$ cat src/rtl/mm_seq_pkg.sv
// Shared types for the matrix-multiplier job sequencer: FSM encoding,
// queued command record and host RAM-select codes.
package mm_seq_pkg;

    localparam int MM_ADDR_WIDTH = 32;

    typedef enum logic [1:0] {
        ST_IDLE  = 2'd0,
        ST_CHECK = 2'd1,
        ST_ISSUE = 2'd2,
        ST_RUN   = 2'd3
    } seq_state_e;

    typedef struct packed {
        logic [MM_ADDR_WIDTH-1:0] x_rows;
        logic [MM_ADDR_WIDTH-1:0] y_cols;
        logic [MM_ADDR_WIDTH-1:0] inner;
        logic [MM_ADDR_WIDTH-1:0] x_base;
        logic [MM_ADDR_WIDTH-1:0] y_base;
        logic [MM_ADDR_WIDTH-1:0] z_base;
    } mm_cmd_t;

    localparam logic [1:0] HOST_SEL_X    = 2'd0;
    localparam logic [1:0] HOST_SEL_Y    = 2'd1;
    localparam logic [1:0] HOST_SEL_Z    = 2'd2;
    localparam logic [1:0] HOST_SEL_NONE = 2'd3;

endpackage

$ cat src/rtl/mm_job_sequencer_if.sv
// Job command handshake between a host and the sequencer's command queue.
interface mm_job_sequencer_if #(
    parameter int ADDR_WIDTH = 32
);
    logic                  cmd_valid;
    logic                  cmd_ready;
    logic [ADDR_WIDTH-1:0] cmd_x_rows;
    logic [ADDR_WIDTH-1:0] cmd_y_cols;
    logic [ADDR_WIDTH-1:0] cmd_inner;
    logic [ADDR_WIDTH-1:0] cmd_x_base;
    logic [ADDR_WIDTH-1:0] cmd_y_base;
    logic [ADDR_WIDTH-1:0] cmd_z_base;

    modport master (
        output cmd_valid, cmd_x_rows, cmd_y_cols, cmd_inner,
               cmd_x_base, cmd_y_base, cmd_z_base,
        input  cmd_ready
    );

    modport slave (
        input  cmd_valid, cmd_x_rows, cmd_y_cols, cmd_inner,
               cmd_x_base, cmd_y_base, cmd_z_base,
        output cmd_ready
    );
endinterface

$ cat src/rtl/mm_cmd_fifo.sv
// Show-ahead command queue; extra pointer bit distinguishes full from empty.
module mm_cmd_fifo
    import mm_seq_pkg::*;
#(
    parameter int DEPTH = 4
) (
    input  logic    clk,
    input  logic    rst_n,
    input  logic    flush,
    input  logic    push,
    input  mm_cmd_t din,
    input  logic    pop,
    output mm_cmd_t dout,
    output logic    full,
    output logic    empty
);
    localparam int AW = $clog2(DEPTH);
    localparam logic [AW:0] PTR_ONE = (AW+1)'(1);

    mm_cmd_t       mem [DEPTH];
    logic [AW:0]   wr_ptr;
    logic [AW:0]   rd_ptr;
    logic          do_push;
    logic          do_pop;

    assign empty   = (wr_ptr == rd_ptr);
    assign full    = (wr_ptr[AW] != rd_ptr[AW]) && (wr_ptr[AW-1:0] == rd_ptr[AW-1:0]);
    assign do_pop  = pop && !empty;
    // A full queue can still take a write in the cycle its head leaves.
    assign do_push = push && (!full || do_pop);
    assign dout    = mem[rd_ptr[AW-1:0]];

    always_ff @(posedge clk or negedge rst_n) begin
        if (!rst_n) begin
            wr_ptr <= '0;
            rd_ptr <= '0;
        end else if (flush) begin
            wr_ptr <= '0;
            rd_ptr <= '0;
        end else begin
            if (do_push) wr_ptr <= wr_ptr + PTR_ONE;
            if (do_pop)  rd_ptr <= rd_ptr + PTR_ONE;
        end
    end

    always_ff @(posedge clk) begin
        if (do_push && !flush) mem[wr_ptr[AW-1:0]] <= din;
    end
endmodule

$ cat src/rtl/mm_job_sequencer.sv
// Queues matrix-multiply jobs, launches them on the multiplier, relocates its
// RAM addresses by per-job bases and hands the RAMs to the host when idle.
//
// state | meaning
// IDLE  | waiting for a queued job; host owns RAMs when queue is empty
// CHECK | popped job held; reject it if any dimension is zero
// ISSUE | one-cycle mm_start, cycle counter restarts at 1
// RUN   | counting until mm_busy drops (ignored on the first RUN cycle)
module mm_job_sequencer
    import mm_seq_pkg::*;
#(
    parameter int ADDR_WIDTH = MM_ADDR_WIDTH,
    parameter int DATA_WIDTH = 32,
    parameter int CMD_DEPTH  = 4,
    parameter int CNT_WIDTH  = 32
) (
    input  logic                  clk,
    input  logic                  rst_n,
    mm_job_sequencer_if.slave     cmd_bus,
    input  logic                  abort,
    input  logic                  err_clr,
    output logic                  mm_start,
    output logic                  mm_rst,
    input  logic                  mm_busy,
    output logic [ADDR_WIDTH-1:0] mm_x_rows,
    output logic [ADDR_WIDTH-1:0] mm_y_cols,
    output logic [ADDR_WIDTH-1:0] mm_x_cols_y_rows,
    input  logic [ADDR_WIDTH-1:0] mm_x_addr,
    input  logic [ADDR_WIDTH-1:0] mm_y_addr,
    input  logic [ADDR_WIDTH-1:0] mm_z_addr,
    input  logic [DATA_WIDTH-1:0] mm_z_data,
    input  logic                  mm_z_wen,
    input  logic [1:0]            host_sel,
    input  logic [ADDR_WIDTH-1:0] host_addr,
    input  logic [DATA_WIDTH-1:0] host_wdata,
    input  logic                  host_wen,
    output logic                  host_grant,
    output logic [ADDR_WIDTH-1:0] x_ram_addr,
    output logic [ADDR_WIDTH-1:0] y_ram_addr,
    output logic [ADDR_WIDTH-1:0] z_ram_addr,
    output logic                  x_ram_wen,
    output logic                  y_ram_wen,
    output logic                  z_ram_wen,
    output logic [DATA_WIDTH-1:0] ram_wdata,
    output logic                  busy,
    output logic                  job_done,
    output logic [CNT_WIDTH-1:0]  jobs_completed,
    output logic [CNT_WIDTH-1:0]  last_cycles,
    output logic                  err_zero_dim
);
    localparam logic [1:0] IDLE  = ST_IDLE;
    localparam logic [1:0] CHECK = ST_CHECK;
    localparam logic [1:0] ISSUE = ST_ISSUE;
    localparam logic [1:0] RUN   = ST_RUN;

    logic [1:0]     state;
    mm_cmd_t        job;
    mm_cmd_t        cmd_in;
    mm_cmd_t        head;
    logic           fifo_full;
    logic           fifo_empty;
    logic           push;
    logic           pop;
    logic           zero_dim;
    logic           run_first;
    logic [CNT_WIDTH-1:0] cyc_cnt;

    assign cmd_in = '{x_rows: cmd_bus.cmd_x_rows, y_cols: cmd_bus.cmd_y_cols,
                      inner:  cmd_bus.cmd_inner,  x_base: cmd_bus.cmd_x_base,
                      y_base: cmd_bus.cmd_y_base, z_base: cmd_bus.cmd_z_base};

    assign cmd_bus.cmd_ready = !fifo_full;
    assign push = cmd_bus.cmd_valid && !fifo_full && !abort;
    assign pop  = (state == IDLE) && !fifo_empty && !abort;

    mm_cmd_fifo #(.DEPTH(CMD_DEPTH)) u_cmd_fifo (
        .clk   (clk),
        .rst_n (rst_n),
        .flush (abort),
        .push  (push),
        .din   (cmd_in),
        .pop   (pop),
        .dout  (head),
        .full  (fifo_full),
        .empty (fifo_empty)
    );

    assign zero_dim         = (job.x_rows == '0) || (job.y_cols == '0) || (job.inner == '0);
    assign mm_start         = (state == ISSUE);
    assign mm_x_rows        = job.x_rows;
    assign mm_y_cols        = job.y_cols;
    assign mm_x_cols_y_rows = job.inner;
    assign host_grant       = (state == IDLE) && fifo_empty;
    assign busy             = (state != IDLE) || !fifo_empty;

    always_ff @(posedge clk or negedge rst_n) begin
        if (!rst_n) begin
            state          <= IDLE;
            job            <= '0;
            cyc_cnt        <= '0;
            run_first      <= 1'b0;
            mm_rst         <= 1'b1;
            job_done       <= 1'b0;
            jobs_completed <= '0;
            last_cycles    <= '0;
            err_zero_dim   <= 1'b0;
        end else begin
            mm_rst   <= abort;
            job_done <= 1'b0;
            if (err_clr) err_zero_dim <= 1'b0;
            if (abort) begin
                state <= IDLE;
            end else begin
                case (state)
                    IDLE: if (pop) begin
                        job   <= head;
                        state <= CHECK;
                    end
                    CHECK: if (zero_dim) begin
                        err_zero_dim <= 1'b1;
                        state        <= IDLE;
                    end else begin
                        state <= ISSUE;
                    end
                    ISSUE: begin
                        cyc_cnt   <= CNT_WIDTH'(1);
                        run_first <= 1'b1;
                        state     <= RUN;
                    end
                    RUN: begin
                        cyc_cnt   <= cyc_cnt + CNT_WIDTH'(1);
                        run_first <= 1'b0;
                        if (!run_first && !mm_busy) begin
                            last_cycles    <= cyc_cnt;
                            jobs_completed <= jobs_completed + CNT_WIDTH'(1);
                            job_done       <= 1'b1;
                            state          <= IDLE;
                        end
                    end
                    default: state <= IDLE;
                endcase
            end
        end
    end

    always_comb begin
        x_ram_addr = mm_x_addr + job.x_base;
        y_ram_addr = mm_y_addr + job.y_base;
        z_ram_addr = mm_z_addr + job.z_base;
        x_ram_wen  = 1'b0;
        y_ram_wen  = 1'b0;
        z_ram_wen  = mm_z_wen;
        ram_wdata  = mm_z_data;
        if (host_grant) begin
            x_ram_addr = host_addr;
            y_ram_addr = host_addr;
            z_ram_addr = host_addr;
            z_ram_wen  = 1'b0;
            ram_wdata  = host_wdata;
            case (host_sel)
                HOST_SEL_X:    x_ram_wen = host_wen;
                HOST_SEL_Y:    y_ram_wen = host_wen;
                HOST_SEL_Z:    z_ram_wen = host_wen;
                HOST_SEL_NONE: ;
            endcase
        end
    end
endmodule

$ cat src/flat_wrapper.sv
// flat-port wrapper written by rule: the top's interface ports become plain ports
module mm_job_sequencer_flat import mm_seq_pkg::*;
#(
    parameter int ADDR_WIDTH = MM_ADDR_WIDTH,
    parameter int DATA_WIDTH = 32,
    parameter int CMD_DEPTH  = 4,
    parameter int CNT_WIDTH  = 32
)
  (clk, rst_n, abort, err_clr, mm_start, mm_rst, mm_busy, mm_x_rows, mm_y_cols, mm_x_cols_y_rows, mm_x_addr, mm_y_addr, mm_z_addr, mm_z_data, mm_z_wen, host_sel, host_addr, host_wdata, host_wen, host_grant, x_ram_addr, y_ram_addr, z_ram_addr, x_ram_wen, y_ram_wen, z_ram_wen, ram_wdata, busy, job_done, jobs_completed, last_cycles, err_zero_dim, cmd_bus_cmd_valid, cmd_bus_cmd_x_rows, cmd_bus_cmd_y_cols, cmd_bus_cmd_inner, cmd_bus_cmd_x_base, cmd_bus_cmd_y_base, cmd_bus_cmd_z_base, cmd_bus_cmd_ready);
  mm_job_sequencer_if #(.ADDR_WIDTH(ADDR_WIDTH)) cmd_bus_i ();
  input  logic clk;
  input  logic rst_n;
  input  logic abort;
  input  logic err_clr;
  output logic mm_start;
  output logic mm_rst;
  input  logic mm_busy;
  output logic [ADDR_WIDTH-1:0] mm_x_rows;
  output logic [ADDR_WIDTH-1:0] mm_y_cols;
  output logic [ADDR_WIDTH-1:0] mm_x_cols_y_rows;
  input  logic [ADDR_WIDTH-1:0] mm_x_addr;
  input  logic [ADDR_WIDTH-1:0] mm_y_addr;
  input  logic [ADDR_WIDTH-1:0] mm_z_addr;
  input  logic [DATA_WIDTH-1:0] mm_z_data;
  input  logic mm_z_wen;
  input  logic [1:0] host_sel;
  input  logic [ADDR_WIDTH-1:0] host_addr;
  input  logic [DATA_WIDTH-1:0] host_wdata;
  input  logic host_wen;
  output logic host_grant;
  output logic [ADDR_WIDTH-1:0] x_ram_addr;
  output logic [ADDR_WIDTH-1:0] y_ram_addr;
  output logic [ADDR_WIDTH-1:0] z_ram_addr;
  output logic x_ram_wen;
  output logic y_ram_wen;
  output logic z_ram_wen;
  output logic [DATA_WIDTH-1:0] ram_wdata;
  output logic busy;
  output logic job_done;
  output logic [CNT_WIDTH-1:0] jobs_completed;
  output logic [CNT_WIDTH-1:0] last_cycles;
  output logic err_zero_dim;
  input wire logic [$bits(cmd_bus_i.cmd_valid)-1:0] cmd_bus_cmd_valid;
  input wire logic [$bits(cmd_bus_i.cmd_x_rows)-1:0] cmd_bus_cmd_x_rows;
  input wire logic [$bits(cmd_bus_i.cmd_y_cols)-1:0] cmd_bus_cmd_y_cols;
  input wire logic [$bits(cmd_bus_i.cmd_inner)-1:0] cmd_bus_cmd_inner;
  input wire logic [$bits(cmd_bus_i.cmd_x_base)-1:0] cmd_bus_cmd_x_base;
  input wire logic [$bits(cmd_bus_i.cmd_y_base)-1:0] cmd_bus_cmd_y_base;
  input wire logic [$bits(cmd_bus_i.cmd_z_base)-1:0] cmd_bus_cmd_z_base;
  output wire logic [$bits(cmd_bus_i.cmd_ready)-1:0] cmd_bus_cmd_ready;
  assign cmd_bus_i.cmd_valid = cmd_bus_cmd_valid;
  assign cmd_bus_i.cmd_x_rows = cmd_bus_cmd_x_rows;
  assign cmd_bus_i.cmd_y_cols = cmd_bus_cmd_y_cols;
  assign cmd_bus_i.cmd_inner = cmd_bus_cmd_inner;
  assign cmd_bus_i.cmd_x_base = cmd_bus_cmd_x_base;
  assign cmd_bus_i.cmd_y_base = cmd_bus_cmd_y_base;
  assign cmd_bus_i.cmd_z_base = cmd_bus_cmd_z_base;
  assign cmd_bus_cmd_ready = cmd_bus_i.cmd_ready;
  mm_job_sequencer #(.ADDR_WIDTH(ADDR_WIDTH), .DATA_WIDTH(DATA_WIDTH), .CMD_DEPTH(CMD_DEPTH), .CNT_WIDTH(CNT_WIDTH)) u_core (.clk(clk), .rst_n(rst_n), .cmd_bus(cmd_bus_i), .abort(abort), .err_clr(err_clr), .mm_start(mm_start), .mm_rst(mm_rst), .mm_busy(mm_busy), .mm_x_rows(mm_x_rows), .mm_y_cols(mm_y_cols), .mm_x_cols_y_rows(mm_x_cols_y_rows), .mm_x_addr(mm_x_addr), .mm_y_addr(mm_y_addr), .mm_z_addr(mm_z_addr), .mm_z_data(mm_z_data), .mm_z_wen(mm_z_wen), .host_sel(host_sel), .host_addr(host_addr), .host_wdata(host_wdata), .host_wen(host_wen), .host_grant(host_grant), .x_ram_addr(x_ram_addr), .y_ram_addr(y_ram_addr), .z_ram_addr(z_ram_addr), .x_ram_wen(x_ram_wen), .y_ram_wen(y_ram_wen), .z_ram_wen(z_ram_wen), .ram_wdata(ram_wdata), .busy(busy), .job_done(job_done), .jobs_completed(jobs_completed), .last_cycles(last_cycles), .err_zero_dim(err_zero_dim));
endmodule
$ cat config.mk
export PLATFORM = sky130hd
export DESIGN_NAME = mm_job_sequencer_flat
export DESIGN_NICKNAME = d
export VERILOG_FILES = /design/src/rtl/mm_seq_pkg.sv /design/src/rtl/mm_job_sequencer_if.sv /design/src/rtl/mm_cmd_fifo.sv /design/src/rtl/mm_job_sequencer.sv /design/src/flat_wrapper.sv
export SDC_FILE = /design/constraint.sdc
export NUM_CORES = 1
export LEC_CHECK = 0
export BUFFER_PORTS_ARGS = -buffer_cell sky130_fd_sc_hd__buf_2
export CELL_PAD_IN_SITES_DETAIL_PLACEMENT = 1
export CELL_PAD_IN_SITES_GLOBAL_PLACEMENT = 1
export CORE_MARGIN = 10
export CORE_UTILIZATION = 53
export CTS_BUF_LIST = sky130_fd_sc_hd__clkbuf_2 sky130_fd_sc_hd__clkbuf_4 sky130_fd_sc_hd__clkbuf_8
export DETAILED_ROUTE_END_ITERATION = 10
export PLACE_DENSITY = 0.94
export SYNTH_ARGS = -nofsm -noshare
export SYNTH_HDL_FRONTEND = slang
export SYNTH_SLANG_ARGS = --single-unit
$ cat constraint.sdc
create_clock -name clk -period 12.2 [get_ports clk]
set_clock_uncertainty 0.2 [all_clocks]
set_input_delay 2.44 -clock clk [delete_from_list [all_inputs] [get_ports clk]]
set_output_delay 2.44 -clock clk [all_outputs]
set_load 0.05 [all_outputs]
==> impl_metrics.py <==
metrics = {
    "sta": {
        "rsz0062_at_grt": "no",
        "period_needed_ns": 8.63,
        "tightest_slew_ns": 1.34,
        "slew_headroom": 0.102,
        "slew_viol_final": 0,
        "holdWs_ns": 0.278,
        "fin_tns_setup_ns": 0,
        "setup_viol": 0,
        "fmax_mhz": 116,
        "finalHoldViolations": 0,
        "period_share": 0.707,
    },
    "synthesis": {
        "synth_edf_count": 768,
        "syn-num-nets": 3440,
        "syn-cell-area_mm2": 0.0462,
        "yosysSeqAreaShare": 0.662,
        "synth.distinct_cells": 78,
        "yosys_most_used_dff": "edfxtp_1",
        "ys_warn_count": 0,
        "syn_area_per_cell_um2": 15.7,
        "synth_seq_cells": 1068,
        "synthCells": 2943,
        "async_reset_ff_frac": 0.281,
    },
    "cells_and_area": {
        "finalInstanceArea_mm2": 0.0539,
        "drive_above_1_share": 0.368,
        "area_growth_pct": 16.7,
        "finalNetCount": 4116,
    },
    "routing": {
        "viasPerCell": 6.17,
        "routed_wl_mm": 164,
        "num_vias": 30634,
        "avgRoutedWirePerCell_um": 33.0,
        "firstDrtPassIters": 5,
        "ant_nets": 0,
        "drc": 0,
        "drtIter0Drc": 2911,
    },
    "place": {
        "place_congestion": 0.930,
        "port_buffers": 691,
        "hpwlAfterDp_mm": 110,
        "postPlaceCellArea_mm2": 0.0502,
    },
    "floorplanning": {
        "core_area_mm2": 0.0866,
        "die_x_um": 315,
        "ios": 692,
        "rows": 108,
        "die_y_um": 315,
        "dieArea_mm2": 0.0994,
        "start_util": 0.533,
    },
    "clock_tree": {
        "cts.path.max_buffers": 3,
        "cts_setup_buffers": 0,
        "insertion_delay_ns": 0.85,
        "cts_root_buf": "clkbuf_8",
        "numCtsBuffers": 172,
        "clk_pin_slew_ns": 0.05,
        "cts_tree": "built",
        "post_cts_resized": 0,
        "cts_sinks": 1068,
        "holdBufCountCts": 0,
        "htreeDepth": 4,
    },
    "critical_path": {
        "critPathRequiredTime_ns": 9.56,
        "critPathSlowestCell": "o21ai_0",
        "worstPathBufferInverterCount": 2,
        "end_kind": "primary output",
        "cpMostUsedCell": "buf_2",
        "cp_cell_sequence": "buf_2, ha_1, fa_1, a21oi_1, o21ai_1, and4_1, o2111ai_1, a21boi_1, o21ai_2, xor2_1, o21ai_0, buf_2",
        "crit_arrival_ns": 5.99,
        "cp-start-kind": "input pin",
        "crit_path_max_incr_delay_ns": 0.61,
        "crit_family": "compound AO/OA/AOI/OAI gates",
        "path_class": "input pin to primary output",
        "worstPathMaxFanout": 5,
    },
    "global_routing": {
        "grt_antenna_before_repair": 70,
        "grt_usage": 0.324,
        "met3_usage": 0.0932,
        "grt_max_degree": 144,
        "first_global_vias": 33122,
        "global_route.overflow_total": 0,
        "top_usage_layer": "met2",
        "met1_usage": 0.361,
        "met2_usage": 0.532,
        "grt_pass1_wl_mm": 234,
    },
    "flow_run": {
        "drv_cap": 0,
    },
    "hold_path": {
        "hp-class": "flop to flop",
    },
    "pwr": {
        "ir_drop_mv": 0.330,
        "p_leak_nw": 21.1,
        "totalPowerFinal_mw": 15.4,
        "powerDensity_mw_per_mm2": 287,
    },
    "status": {
        "outcome": "complete, no violations",
    },
}
layout make-up:
class	instances	area, um^2
Fill cell	8099	32700
Sequential cell	1068	30600
Multi-Input combinational cell	1630	14300
Timing Repair Buffer	718	3700
Clock buffer	270	3270
Tap cell	1155	1450
Clock inverter	49	342
Antenna cell	49	123
Inverter	29	111
cell families after synthesis:
group                    count (synthesis)  synth area share
AND/OR/NAND/NOR                        591            0.0578
adder cells (fa/ha/maj)                103            0.0284
AO/OA/AOI/OAI                          410            0.0559
flip-flops                            1068             0.662
multiplexers                           390             0.142
XOR/XNOR                               136            0.0258
buffers and inverters                  245            0.0286
power breakdown:
part           internal (mW)  total [mW]  switching (mW)
Sequential              4.35        4.81           0.465
Combinational           2.03        7.34            5.31
Clock                   1.78        3.29            1.52
cell usage in the layout (no fill, tap or decap), drive strengths merged, types with 6 or more instances in the layout:
cell type  synthesis  routed
nor4              28      28
xnor2             81      81
mux4             192     192
a21boi             6       6
ha               100     100
a21o              58      58
o21bai            14      14
xor2              55      55
dfrtp            299     299
mux2i              6       6
o21ai            142     142
a21oi            102     102
clkbuf            73     270
or3                8       8
clkinv             0      36
nand4             28      28
mux2             192     192
a211oi             9       9
nand2            322     322
nor2              80      80
nand2b            12      12
nor3              15      15
and3              24      24
a31oi              9       9
diode              0      49
and2              11      11
o31ai             12      12
inv               29      38
nand3             45      45
buf              143     718
o21a              15      15
edfxtp           768     768
metal layers:
| layer | routed length [um] | vias up |
|---|---|---|
| li1 | - | 12609 |
| met1 | 56000 | 15722 |
| met2 | 81000 | 1765 |
| met3 | 14500 | 494 |
| met4 | 11900 | 44 |
| met5 | 289 | - |
Yosys cell counts, types with 6 or more instances:
| cell type | instances | area [um^2] |
|---|---|---|
| o21bai_1 | 14 | 105 |
| mux2_1 | 42 | 473 |
| o21ai_1 | 26 | 130 |
| or3_1 | 8 | 50.1 |
| xnor2_1 | 81 | 709 |
| clkbuf_1 | 73 | 274 |
| ha_1 | 100 | 1250 |
| mux2_2 | 150 | 1690 |
| nand2_1 | 322 | 1210 |
| and3_1 | 24 | 150 |
| nor2_1 | 80 | 300 |
| mux2i_1 | 6 | 60.1 |
| nand2b_1 | 12 | 75.1 |
| a21o_1 | 58 | 435 |
| mux4_2 | 192 | 4320 |
| buf_4 | 97 | 728 |
| dfrtp_1 | 299 | 7480 |
| o21a_1 | 15 | 113 |
| nor4_1 | 26 | 163 |
| o31ai_1 | 10 | 75.1 |
| edfxtp_1 | 768 | 23100 |
| buf_1 | 21 | 78.8 |
| a31oi_1 | 9 | 56.3 |
| a21oi_1 | 99 | 495 |
| nand3_1 | 45 | 225 |
| xor2_1 | 55 | 482 |
| o21ai_0 | 114 | 571 |
| inv_1 | 27 | 101 |
| buf_2 | 24 | 120 |
| a211oi_1 | 9 | 67.6 |
| nor3_1 | 13 | 65.1 |
| and2_1 | 11 | 68.8 |
| nand4_1 | 27 | 169 |
worst reg2reg max path: stages, from the launching register on:
cell	delay (ns)
dfrtp_4	1.02
xor2_1	0.33
nor2_1	0.13
nand2_1	0.14
nand2_1	0.16
nor2_1	0.31
and2_4	0.75
buf_4	0.79
buf_4	0.92
path summary, 6_finish.rpt:
kind                                                    startpoint                                endpoint  slack, ns  cells after the start
max                                                   mm_z_addr[0]                          z_ram_addr[22]       3.57                     12
min                             u_core.last_cycles[19]$_DFFE_PN0P_      u_core.last_cycles[19]$_DFFE_PN0P_       0.28                      2
max reg2reg                u_core.u_cmd_fifo.rd_ptr[0]$_DFFE_PN0P_  u_core.u_cmd_fifo.mem[0][80]$_DFFE_PP_       7.03                      8
min reg2reg                     u_core.last_cycles[19]$_DFFE_PN0P_      u_core.last_cycles[19]$_DFFE_PN0P_       0.28                      2
max in group asynchronous                                    rst_n        u_core.mm_y_cols[12]$_DFFE_PN0P_       8.75                      2
min in group asynchronous                                    rst_n              u_core.job[29]$_DFFE_PN0P_       1.49                      1
registers in the layout (all words and copies together) (netlist names), 2 cells and up:
signal                    count
u_core.u_cmd_fifo.mem       768
u_core.job                   96
u_core.cyc_cnt               32
u_core.jobs_completed        32
u_core.last_cycles           32
u_core.mm_x_cols_y_rows      32
u_core.mm_x_rows             32
u_core.mm_y_cols             32
u_core.u_cmd_fifo.rd_ptr      3
u_core.u_cmd_fifo.wr_ptr      3
u_core.state                  2
stage by stage:
stage,setup WS (ns),util,instances
floorplan,4.06,-,2943
global placement,3.75,0.579,4600
detailed placement,3.71,0.579,4600
CTS,3.65,0.621,4919
global route,3.56,0.622,4955
finish,3.57,0.622,4968
Note: power is estimated with default switching activity, not from simulation.
